## config.mk

```make
export PLATFORM = sky130hd
export DESIGN_NAME = dft_phase_gen
export DESIGN_NICKNAME = d
export VERILOG_FILES = /design/src/rtl/dft_phase_gen.sv
export SDC_FILE = /design/constraint.sdc
export NUM_CORES = 1
export LEC_CHECK = 0
export CORE_MARGIN = 2
export CORE_UTILIZATION = 38
export DETAILED_ROUTE_END_ITERATION = 7
export PLACE_DENSITY_LB_ADDON = 0.3
export SYNTH_ARGS = -nofsm -noshare
export SYNTH_HDL_FRONTEND = slang
export SYNTH_SLANG_ARGS = --single-unit
```

## constraint.sdc

```tcl
create_clock -name clk_i -period 3.13 [get_ports clk_i]
set_clock_uncertainty 0.2 [all_clocks]
set_input_delay 0.7825 -clock clk_i [delete_from_list [all_inputs] [get_ports clk_i]]
set_output_delay 0.7825 -clock clk_i [all_outputs]
set_load 0.01 [all_outputs]
```

## src/rtl/dft_phase_gen.sv

```systemverilog
// -----------------------------------------------------------------------------
// dft_phase_gen
//
// Twiddle-phase sequencer that feeds the CORDIC rotation core of the DFT
// datapath. For one bin index k it emits the N phases theta_n = k*n/N turns,
// n = 0..N-1. The phases leave as a valid/ready stream that carries the sample
// index and a last flag, so the CORDIC stage never has to step through angles
// itself.
//
// Phase words are unsigned turns: a full circle is 2^PHASE_W. The
// accumulator wraps modulo 2^PHASE_W. Bins k >= N/2 therefore alias naturally
// to negative frequencies without any special casing.
//
// Build option (macro QUAD_FOLD_EN):
//   defined   : quad_o  = top two accumulator bits (quadrant 0..3),
//               phase_o = {2'b00, lower PHASE_W-2 bits}. The residual lies in
//               [0, 90deg), inside CORDIC convergence. Downstream applies a
//               quad_o * 90deg post-rotation.
//   undefined : phase_o = raw accumulator (full circle), quad_o = 2'b00.
//   The FSM, handshake and timing are identical in both builds.
//
// Parameters:
//   PHASE_W  phase word width (full circle = 2^PHASE_W)
//   N_LOG2   log2 of the DFT length N; must satisfy N_LOG2 <= PHASE_W-2
//
// Ports:
//   clk_i          in   1        clock, rising edge
//   rst_ni         in   1        synchronous active-low reset
//   start_i        in   1        begin a sequence (only looked at in IDLE)
//   k_i            in   N_LOG2   bin index, captured when start is accepted
//   busy_o         out  1        high in RUN and DONE
//   done_o         out  1        one-cycle pulse after the last beat is taken
//   phase_valid_o  out  1        a phase beat is on the outputs
//   phase_ready_i  in   1        downstream takes the beat
//   phase_o        out  PHASE_W  phase (or residual angle when folding)
//   quad_o         out  2        quadrant code (0 when folding is off)
//   idx_o          out  N_LOG2   sample index n of the current beat
//   last_o         out  1        high on the beat whose index is N-1
//
// Every output is decoded from registers only. phase_ready_i only steers the
// next-state logic, so there is no combinational path from ready to any
// output.
// -----------------------------------------------------------------------------
module dft_phase_gen #(
  parameter int PHASE_W = 16,
  parameter int N_LOG2  = 6
) (
  input  logic               clk_i,
  input  logic               rst_ni,
  input  logic               start_i,
  input  logic [N_LOG2-1:0]  k_i,
  output logic               busy_o,
  output logic               done_o,
  output logic               phase_valid_o,
  input  logic               phase_ready_i,
  output logic [PHASE_W-1:0] phase_o,
  output logic [1:0]         quad_o,
  output logic [N_LOG2-1:0]  idx_o,
  output logic               last_o
);

  // The step is k placed so that one unit of k equals 1/N turn.
  localparam int STEP_SHIFT = PHASE_W - N_LOG2;

  localparam logic [N_LOG2-1:0] IDX_LAST = {N_LOG2{1'b1}};

  typedef enum logic [1:0] {
    ST_IDLE = 2'd0,
    ST_RUN  = 2'd1,
    ST_DONE = 2'd2
  } state_e;

  state_e               state_q, state_d;
  logic [N_LOG2-1:0]    k_q, k_d;
  logic [PHASE_W-1:0]   acc_q, acc_d;
  logic [N_LOG2-1:0]    idx_q, idx_d;

  logic [PHASE_W-1:0]   step;
  logic                 beat_fire;
  logic                 at_last;

  assign step      = {k_q, {STEP_SHIFT{1'b0}}};
  assign at_last   = (idx_q == IDX_LAST);
  assign beat_fire = (state_q == ST_RUN) && phase_ready_i;

  // ---------------------------------------------------------------------------
  // Next-state / datapath update
  // ---------------------------------------------------------------------------
  always_comb begin
    state_d = state_q;
    k_d     = k_q;
    acc_d   = acc_q;
    idx_d   = idx_q;

    unique case (state_q)
      ST_IDLE: begin
        if (start_i) begin
          k_d     = k_i;
          acc_d   = '0;
          idx_d   = '0;
          state_d = ST_RUN;
        end
      end

      ST_RUN: begin
        if (beat_fire) begin
          if (at_last) begin
            // The final beat's phase and index stay on the outputs. They are
            // harmless because valid drops in DONE.
            state_d = ST_DONE;
          end else begin
            idx_d = idx_q + 1'b1;
            // Wraps modulo 2^PHASE_W. This is how bins above N/2 alias.
            acc_d = acc_q + step;
          end
        end
      end

      ST_DONE: begin
        state_d = ST_IDLE;
      end

      default: begin
        state_d = ST_IDLE;
      end
    endcase
  end

  // ---------------------------------------------------------------------------
  // State registers
  // ---------------------------------------------------------------------------
  always_ff @(posedge clk_i) begin
    if (!rst_ni) begin
      state_q <= ST_IDLE;
      k_q     <= '0;
      acc_q   <= '0;
      idx_q   <= '0;
    end else begin
      state_q <= state_d;
      k_q     <= k_d;
      acc_q   <= acc_d;
      idx_q   <= idx_d;
    end
  end

  // ---------------------------------------------------------------------------
  // Outputs, decoded from registers only
  // ---------------------------------------------------------------------------
  assign phase_valid_o = (state_q == ST_RUN);
  assign done_o        = (state_q == ST_DONE);
  assign busy_o        = (state_q == ST_RUN) || (state_q == ST_DONE);
  assign idx_o         = idx_q;
  // Qualified with RUN so that last does not linger into DONE, where idx
  // still holds N-1.
  assign last_o        = (state_q == ST_RUN) && at_last;

`ifdef QUAD_FOLD_EN
  assign quad_o  = acc_q[PHASE_W-1 -: 2];
  assign phase_o = {2'b00, acc_q[PHASE_W-3:0]};
`else
  assign quad_o  = 2'b00;
  assign phase_o = acc_q;
`endif

endmodule
```

# After elaboration in Yosys (flattened, before gate mapping)
# Cells that the tools add are included.
word_totals:
  ram_bits: 0
  rom_bits: 0
  mem_count: 0
  latch_bits: 0
  elab_cells: 33
  out_inout_bits: 28
  ff_bits: 30
  in_bits: 10
op_classes:
  add_sub_neg: 2
  reduce_logical: 8
  n_eq_ne: 7
  multipliers: 0
  n_div: 0
  mux: 12
  shifts: 0
  bitwise: 0
  order_cmp: 0
op_table:
  columns: ["cell", "count"]
  rows:
  - ["16-bit two-way mux", 3]
  - ["16-bit case mux with 2 select lines", 1]
  - ["6-bit two-way mux", 3]
  - ["16-bit adder", 1]
  - ["6-bit case mux with 2 select lines", 1]
  - ["6-bit by 1-bit adder with 6-bit output (second input constant)", 1]
  - ["6-bit == test (second input constant)", 1]
  - ["2-bit two-way mux", 3]
  - ["2-bit by 1-bit inequality test with 1-bit output (second input constant)", 2]
  - ["2-bit inequality test (second input constant)", 2]
  - ["2-bit case mux with 2 select lines", 1]
  - ["4-bit AND reduction", 1]
  - ["3-bit AND reduction", 1]
  - ["2-bit by 1-bit == test with 1-bit output (second input constant)", 1]
  - ["2-bit == test (second input constant)", 1]
  - ["1-bit logical AND", 2]
  - ["2-bit logical NOT", 1]
  - ["2-bit AND reduction", 1]
  - ["2-bit nonzero test", 1]
  - ["1-bit logical OR", 1]

# Logic depth before layout (Yosys ltp)
# Gate-level depths: netlist (run 1).
depth:
  ltp_word: 4
  ltp_mapped: 9
  mapped_depth_nobuf: 7

# Worst setup path after synthesis (run 1)
# No wires, ideal clock.
synth_path:
  path_kind: "register -> output"
  from: "register idx_q[0] (netlist: idx_o[0])"
  to: "output last_o"
  path_stages_with_launch: 5
  path_buffers: 0
  required_ns: 2.148
  slack_ns: 1.058
  arrival_time_ns: 1.090
  path_cell_list: "dfxtp_1 -> ha_1 -> and3_1 -> nand3_1 -> nor2_1"
synth_via:
  elab_chain_len: 2
synth_rtl:
  columns: ["item", "line_no", "rtl"]
  rows:
  - ["start, declared", "76", "logic [N_LOG2-1:0] idx_q, idx_d;"]
  - ["start signal, assigned", "142", "idx_q <= idx_d;"]
  - ["6-bit == test", "83", "assign at_last = (idx_q == IDX_LAST);"]
  - ["1-bit logical AND", "155", "assign last_o = (state_q == ST_RUN) && at_last;"]
  - ["end, declared", "59", "output logic last_o"]
# Every way passes these cells.

# Final worst setup path (run 1)
# Ends and elaborated chain as after synthesis.

==> reports/qor.csv, run 1 <==
stage,metric,value,unit
finish,multi_input_area,772.0,µm²
sta,period_share,0.9443,
synth,synth_commonest_cells,"dfxtp_1 (20), nand3_1 (16), buf_4 (12), nand2_1 (12), ha_1 (10)",
pwr,ir_drop,0.2795,mV
clock_network,clock_latency,0.31,ns
critical_path,required,2.15,ns
clock_network,cts_hold_buf,0,
clock_network,path_clk_slew,0.13,ns
clock_network,cts_inserted_buffers,3,
pwr,p_leak,0.6252,nW
global_route,first_global_vias,1039,
synth,postSynthAreaPerCell,8.516,µm²
finish,num-fill-cells,346,
critical_path,path_depth,5,
critical_path,critPathMaxFanout,5,
sta,relSlewSlack,0.5335,
synth,synth_most_common_cell,dfxtp_1,
critical_path,rrSetupSlack,1.04,ns
global_route,gr-total-overflow,0,
clock_network,cts_root_buf,clkbuf_4,
floorplanning,core-area,3284,µm²
synth,synth-async-reset-ratio,0,
sta,final.setup.tns,0,ns
synth,synth_compound_area_frac,0.2037,
run_status,status,"complete, no violations",
critical_path,arrival,1.97,ns
critical_path,cpMaxStageDelayCell,clkdlybuf4s50_1,
pwr,intPower,0.4093,mW
synth,synthDistinctLibCells,42,
detailed_routing,first_iter_violations,57,
sta,rsz0062_at_grt,no,
floorplanning,die_area,3842,µm²
clock_network,h-tree-depth,1,
finish,fin_util,0.4709,
global_route,grt_max_degree,24,
synth,synthAdderAreaFrac,0.1136,
synth,syn_area,1277,µm²
sta,tightestPinTransition,0.6975,ns
pwr,p_per_area,391.3,nW/µm²
placed_design,dp_hpwl,2.018,mm
detailed_routing,wl_per_cell,12.02,µm
floorplanning,rows,21,
critical_path,cp-startpoint,idx_o[0],
critical_path,r2r_end,phase_o[11],
worst_hold_path,hold_class,flip-flop to flip-flop,
global_route,grt_pass1_wl,4.457,mm
pwr,p_sw,0.1958,mW
sta,hold_viol_final,0,
synth,synth.area.mux_share,0.007835,
clock_network,post-cts-setup-buffer-count,0,
synth,synth-seq-cells,20,
critical_path,path_delay_family,buffers and inverters,
synth,synth_xor_xnor_area_share,0.02057,
placed_design,io_buffer_count,25,
synth,synth-warning-count,0,
global_route,grt_antenna_before_repair,0,
detailed_routing,ant_nets,0,
finish,syn_to_final_growth,21.06,%
finish,diodes,0,
pwr,pwr-share-clk,0.255,
sta,slew_violations,0,
critical_path,r2r-start,state_q[1],
critical_path,crit_buf_inv,1,
critical_path,reg2regPathDepth,7,
pwr,switching_share,0.3237,
sta,finalSetupViolations,0,
detailed_routing,dr.pass1.iters,4,
clock_network,ctsLongestPathBuffers,2,
floorplanning,initial_core_util,0.3890,
pwr,combPwrFrac,0.286,
run,maxCapViolations,0,
finish,nets,195,
critical_path,crit_end,last_o,
synth,synth_top_family_by_area,simple AND/OR/NAND/NOR gates,
sta,fin_crit,2.956,ns
synth,synth_edf_count,0,
detailed_routing,via_count,1095,
synth,yosys.area_share.simple,0.2233,
critical_path,path_class,flip-flop to output pin,
synth,synth_top_area_frac,0.3134,
clock_network,ctsResizeCount,0,
placed_design,globalplace.congestion,0.8164,
floorplanning,top_level_ports,38,
critical_path,end_kind,output pin,
critical_path,critical-path-max-stage-delay,0.54,ns
finish,drive_gt1_frac,0.06358,
floorplanning,die_h,61.98,µm
synth,synth_cells,150,
clock_network,cts_tree,built,
critical_path,path_cells,ha_1 > and3_1 > nand3_1 > nor2_1 > clkdlybuf4s50_1,
synth,synth_flop_cell,dfxtp_1,
synth,synth_area_leaders,"dfxtp_1 (31%), ha_1 (9.8%), buf_4 (7.1%)",
detailed_routing,wl,2.632,mm
pwr,p_seq_frac,0.459,
finish,seqCellArea,400.4,µm²
sta,clock.fmax,0.3383,GHz
synth,post-synth-top-area-cell,dfxtp_1,
synth,synth_seq_area_share,0.3134,
critical_path,start_kind,flip-flop,
clock_network,cts.sinks,20,
detailed_routing,drc,0,
global_route,grt_use_total,0.1525,
floorplanning,dieWidth,61.98,µm
detailed_routing,viasPerCell,5.000,
## power groups by stage
stage | Combinational, mW | Sequential (mW) | Clock (mW)
after global placement | 0.168 | 0.283 | 0
after CTS | 0.174 | 0.278 | 0.163
after global routing | 0.195 | 0.280 | 0.172
final | 0.173 | 0.278 | 0.154
after detailed placement | 0.173 | 0.284 | 0
after floorplan | 0.138 | 0.283 | 0
## layout by cell type (no fill, tap or decap), types with 3 or more instances in the layout
| cell type | netlist | layout |
|---|---|---|
| clkdlybuf4s50_1 | 0 | 25 |
| dfxtp_1 | 20 | 20 |
| nand3_1 | 16 | 16 |
| nand2_1 | 12 | 12 |
| conb_1 | 1 | 12 |
| ha_1 | 10 | 10 |
| a21oi_1 | 7 | 7 |
| nor2b_1 | 7 | 7 |
| inv_1 | 6 | 6 |
| nor2_1 | 6 | 6 |
| a21boi_0 | 6 | 6 |
| a22oi_1 | 4 | 4 |
| o21ai_1 | 3 | 3 |
| nor3_1 | 3 | 3 |
| a21boi_1 | 3 | 3 |
| clkbuf_4 | 0 | 3 |
## cells by family after synthesis
group | count (synthesis)
AO/OA/AOI/OAI | 36
XOR/XNOR | 3
adder cells (fa/ha/maj) | 11
buffers and inverters | 24
flip-flops | 20
multiplexers | 1
other | 1
AND/OR/NAND/NOR | 54
## routing by layer
metal	up-vias	global-route usage	routed length, µm
li1	548	-	-
met2	31	0.2753	1334
met1	516	0.1826	1140
met4	0	0.02128	0
met5	-	0	0
met3	0	0.04348	157
## sequential cells by signal, summed over array words and instances (netlist names)
signal / flops
state_q: 2
k_q: 6
phase_o: 6
idx_o: 6
## metrics by stage
step           hold slack (ns)  worst slack (ns)  std cells  instance area [µm²]  power, mW
2_1_floorplan           0.2472             1.058        161                 1319     0.4202
3_3_place_gp            0.2667            0.4890        215                 1510     0.4514
3_5_place_dp            0.2683            0.4109        215                 1510     0.4568
4_1_cts                 0.2857            0.1569        219                 1546     0.6150
5_1_grt                 0.3007           0.02317        219                 1546     0.6471
6_report                0.2769            0.1743        219                 1546     0.6051
## layout make-up
| cell class | instances | area share |
|---|---|---|
| Timing Repair Buffer | 26 | 0.1667 |
| Sequential cell | 20 | 0.2589 |
| Inverter | 6 | 0.01456 |
| Multi-Input combinational cell | 117 | 0.4992 |
| Tap cell | 46 | 0.03722 |
| Clock buffer | 4 | 0.02346 |
## worst min-delay path by stage
stage | start | to | slack, ns | depth (start not counted)
floorplan | k_q[0] | k_q[0] | 0.25 | 2
detailed placement | k_q[4] | k_q[4] | 0.27 | 2
global placement | k_q[2] | k_q[2] | 0.27 | 2
global route | k_q[4] | k_q[4] | 0.30 | 2
finish | k_q[4] | k_q[4] | 0.28 | 2
CTS | k_q[4] | k_q[4] | 0.29 | 2
## tightest hold or removal path, stage by stage, from the launching register on
cell	delay, ns
dfxtp_1	0.33
nand2_1	0.05
a21boi_0	0.06
(Power assumes the default switching activity.)
==> inputs of run 2 (changes only) <==
--- a/config.mk
+++ b/config.mk
@@ -8,7 +8,7 @@
 export CORE_MARGIN = 2
 export CORE_UTILIZATION = 38
 export DETAILED_ROUTE_END_ITERATION = 7
-export PLACE_DENSITY_LB_ADDON = 0.3
+export PLACE_DENSITY = 0.67
 export SYNTH_ARGS = -nofsm -noshare
 export SYNTH_HDL_FRONTEND = slang
 export SYNTH_SLANG_ARGS = --single-unit
==> constraint.sdc (replaced) <==
create_clock -name clk_i -period 3.13 [get_ports clk_i]
set_clock_uncertainty 0.2 [all_clocks]
set_input_delay 0.4695 -clock clk_i [delete_from_list [all_inputs] [get_ports clk_i]]
set_output_delay 0.4695 -clock clk_i [all_outputs]
set_load 0.01 [all_outputs]
==> reports/qor.csv, run 2 (synthesis gave the netlist of run 1 again) <==
stage,metric,value,unit
critical_path,rrSetupSlack,1.03,ns
placed_design,globalplace.congestion,0.8583,
finish,layout_common_cells,"clkdlybuf4s50_1 (25), dfxtp_1 (20), nand3_1 (16)",
pwr,total_power,0.5969,mW
critical_path,arrival,1.98,ns
finish,stdcell_area,1539,µm²
floorplanning,rows,21,
detailed_routing,viasPerCell,4.959,
detailed_routing,dr.pass1.iters,4,
sta,hold_viol_final,0,
clock_network,cts_inserted_buffers,3,
critical_path,start_kind,flip-flop,
run,maxCapViolations,0,
finish,diodes,0,
finish,syn_to_final_growth,20.47,%
critical_path,required,2.46,ns
detailed_routing,ant_nets,0,
finish,nets,194,
floorplanning,dieWidth,61.98,µm
sta,setup_slack,0.4828,ns
sta,fin_crit,2.647,ns
run_status,status,"complete, no violations",
floorplanning,top_level_ports,38,
critical_path,critPathMaxFanout,12,
clock_network,post-cts-setup-buffer-count,0,
sta,slew_violations,0,
sta,clock.fmax,0.3778,GHz
placed_design,dp_hpwl,2.017,mm
global_route,gr-total-overflow,0,
global_route,grt_antenna_before_repair,0,
placed_design,placed_area,1503,µm²
sta,period_share,0.8457,
pwr,p_leak,0.6200,nW
clock_network,path_clk_slew,0.11,ns
clock_network,cts_hold_buf,0,
sta,final.setup.tns,0,ns
clock_network,h-tree-depth,1,
worst_hold_path,hold_class,flip-flop to flip-flop,
global_route,first_global_vias,1001,
clock_network,clock_latency,0.30,ns
sta,tightestPinTransition,0.7137,ns
pwr,p_per_area,387.8,nW/µm²
placed_design,place_ws,0.7627,ns
sta,rsz0062_at_grt,no,
detailed_routing,via_count,1081,
sta,relSlewSlack,0.5227,
clock_network,cts_tree,built,
global_route,grt_use_total,0.1492,
detailed_routing,wl,2.544,mm
detailed_routing,first_iter_violations,26,
clock_network,cts.sinks,20,
critical_path,end_kind,output pin,
finish,layout_commonest_cell,clkdlybuf4s50_1,
critical_path,path_class,flip-flop to output pin,
global_route,grt_max_degree,24,
detailed_routing,wl_per_cell,11.67,µm
floorplanning,die_h,61.98,µm
detailed_routing,drc,0,
clock_network,cts_root_buf,clkbuf_4,
global_route,grt_pass1_wl,4.209,mm
finish,drive_gt1_frac,0.05814,
floorplanning,core-area,3284,µm²
clock_network,ctsLongestPathBuffers,2,
sta,finalSetupViolations,0,
pwr,ir_drop,0.2416,mV
floorplanning,initial_core_util,0.3890,
clock_network,ctsResizeCount,0,
placed_design,io_buffer_count,25,
floorplanning,die_area,3842,µm²
## run 2: changes by cell type in the layout (fill, tap and decap cells not counted), sizes merged
cell	before	now
buf	1	0
## run 2: area by class of cell
cell class                 instances  area [µm²]
clock buffer                       4       36.28
fill                             344        1745
inverter                           6       22.52
multi-input combinational        117       772.0
sequential                        20       400.4
tap                               46       57.56
timing repair buffer              25       250.2
## run 2: path summary, 6_finish.rpt
check / to / start / cells after the start
setup reg to reg: idx_o[5] / state_q[1] / 7
setup / recovery: last_o / state_q[1] / 5
hold / removal: k_q[4] / k_q[4] / 2
hold reg to reg: k_q[4] / k_q[4] / 2
## run 2: critical path, stage by stage, from the launching register on
cell	delay (ns)
dfxtp_1	0.35
inv_1	0.10
ha_1	0.41
inv_1	0.14
nor2_1	0.13
clkdlybuf4s50_1	0.55
## run 2: layer usage
layer	wire [µm]	up-vias	track usage
met5	0	-	0
met4	31	0	0.06383
met3	115	3	0.02899
met2	1312	22	0.2693
met1	1084	510	0.1692
li1	-	546	-
## run 2: where the power goes
part           switching [mW]  internal, mW  total [mW]
combinational           0.101        0.0683       0.169
clock                  0.0790        0.0711       0.150
sequential             0.0104         0.267       0.278
## run 2: stage by stage
stage | util | std cells | hold slack, ns
after global routing | 0.4686 | 218 | 0.3080
final | 0.4686 | 218 | 0.2810
after CTS | 0.4686 | 218 | 0.2849
after floorplan | - | 161 | 0.2472
after detailed placement | 0.4575 | 214 | 0.2691
after global placement | 0.4575 | 214 | 0.2645
==> inputs of run 3 (changes only) <==
==> constraint.sdc (replaced) <==
create_clock -name clk_i -period 2.6 [get_ports clk_i]
set_clock_uncertainty 0.2 [all_clocks]
set_input_delay 0.39 -clock clk_i [delete_from_list [all_inputs] [get_ports clk_i]]
set_output_delay 0.39 -clock clk_i [all_outputs]
set_load 0.01 [all_outputs]
==> reports/qor.csv, run 3 (synthesis gave the netlist of run 1 again) <==
stage,metric,value,unit
global_route,grt_use_total,0.1497,
clock_network,cts_root_buf,clkbuf_4,
placed_design,place_ws,0.4334,ns
critical_path,r2r-start,state_q[1],
clock_network,cts_inserted_buffers,3,
finish,fin_cells,219,
detailed_routing,wl_per_cell,11.73,µm
sta,fin_hold_ws,0.2826,ns
floorplanning,core-area,3284,µm²
clock_network,h-tree-depth,1,
sta,tightestPinTransition,0.7484,ns
floorplanning,initial_core_util,0.3890,
finish,diodes,0,
detailed_routing,ant_nets,0,
floorplanning,die_h,61.98,µm
clock_network,path_clk_slew,0.12,ns
placed_design,place_inst,216,
sta,hold_viol_final,0,
global_route,grt_antenna_before_repair,0,
finish,stdcell_area,1543,µm²
clock_network,cts_tree,built,
detailed_routing,dr.pass1.iters,4,
finish,num-fill-cells,343,
pwr,p_per_area,453.5,nW/µm²
critical_path,end_kind,output pin,
finish,fin_util,0.4697,
sta,rsz0062_at_grt,no,
clock_network,cts.sinks,20,
clock_network,clock_latency,0.30,ns
finish,nets,196,
floorplanning,die_area,3842,µm²
sta,final.setup.tns,0,ns
clock_network,ctsResizeCount,0,
critical_path,arrival,1.87,ns
critical_path,cp-startpoint,idx_o[0],
critical_path,path_class,flip-flop to output pin,
run_status,status,"complete, no violations",
worst_hold_path,hold_class,flip-flop to flip-flop,
sta,relSlewSlack,0.4995,
detailed_routing,wl,2.569,mm
critical_path,reg2regPathDepth,7,
placed_design,io_buffer_count,25,
critical_path,required,2.01,ns
detailed_routing,via_count,1087,
critical_path,start_kind,flip-flop,
finish,syn_to_final_growth,20.76,%
sta,setup_slack,0.1417,ns
critical_path,crit_end,last_o,
global_route,gr-total-overflow,0,
global_route,grt_max_degree,24,
global_route,first_global_vias,1042,
run,maxCapViolations,0,
pwr,p_leak,0.6238,nW
floorplanning,top_level_ports,38,
detailed_routing,viasPerCell,4.963,
pwr,total_power,0.6996,mW
sta,slew_violations,0,
critical_path,rrSetupSlack,0.45,ns
sta,period_share,0.9455,
finish,layout_commonest_cell,clkdlybuf4s50_1,
placed_design,globalplace.congestion,0.7866,
critical_path,r2r_end,phase_o[10],
detailed_routing,first_iter_violations,65,
global_route,grt_pass1_wl,4.312,mm
detailed_routing,drc,0,
placed_design,dp_hpwl,1.990,mm
clock_network,cts_hold_buf,0,
floorplanning,rows,21,
placed_design,placed_area,1518,µm²
finish,drive_gt1_frac,0.07514,
clock_network,post-cts-setup-buffer-count,0,
floorplanning,dieWidth,61.98,µm
sta,clock.fmax,0.4068,GHz
sta,fin_crit,2.458,ns
sta,finalSetupViolations,0,
clock_network,ctsLongestPathBuffers,2,
critical_path,critPathMaxFanout,5,
pwr,ir_drop,0.2939,mV
finish,layout_common_cells,"clkdlybuf4s50_1 (25), dfxtp_1 (18), nand3_1 (16)",
run 3: cell types whose count changed in the layout (fill, tap and decap cells not counted):
| cell | previous run | this run |
|---|---|---|
| buf_4 | 0 | 2 |
| clkbuf_8 | 1 | 0 |
| dfxtp_2 | 0 | 2 |
| dfxtp_1 | 20 | 18 |
run 3: area by class of cell:
class | count | area, µm² | area share
clock buffers | 3 | 22.52 | 0.01460
inverters | 6 | 22.52 | 0.01460
multi-input cells | 117 | 772.0 | 0.5004
flip-flops and latches | 20 | 402.9 | 0.2612
well taps | 46 | 57.56 | 0.03731
repair buffers | 27 | 265.3 | 0.1719
run 3: worst max-delay path: stages, from the launching register on:
cell and delay [ns]:
dfxtp_2 0.38, ha_1 0.20, and3_1 0.19, nand3_1 0.12, nor2_1 0.12, clkdlybuf4s50_1 0.55
run 3: worst min-delay path by stage:
stage / startpoint / endpoint / slack (ns) / depth (start not counted)
finish: k_q[2] / k_q[2] / 0.28 / 2
global route: k_q[0] / k_q[0] / 0.33 / 2
CTS: k_q[2] / k_q[2] / 0.29 / 2
detailed placement: phase_o[13] / phase_o[13] / 0.27 / 2
global placement: k_q[2] / k_q[2] / 0.26 / 2
floorplan: k_q[0] / k_q[0] / 0.25 / 2
run 3: power by group:
| group | total [mW] | switching [mW] | internal (mW) |
|---|---|---|---|
| sequential | 0.334 | 0.0120 | 0.322 |
| combinational | 0.215 | 0.128 | 0.0866 |
| clock | 0.151 | 0.0965 | 0.0540 |
run 3: metal layers:
layer  vias to the layer above  global-route usage  routed length [µm]
li1                        550                   -                   -
met1                       510              0.1706                1137
met2                        25              0.2768                1278
met3                         2             0.04555                 140
met4                         0             0.02432                  13
met5                         -                   0                   0
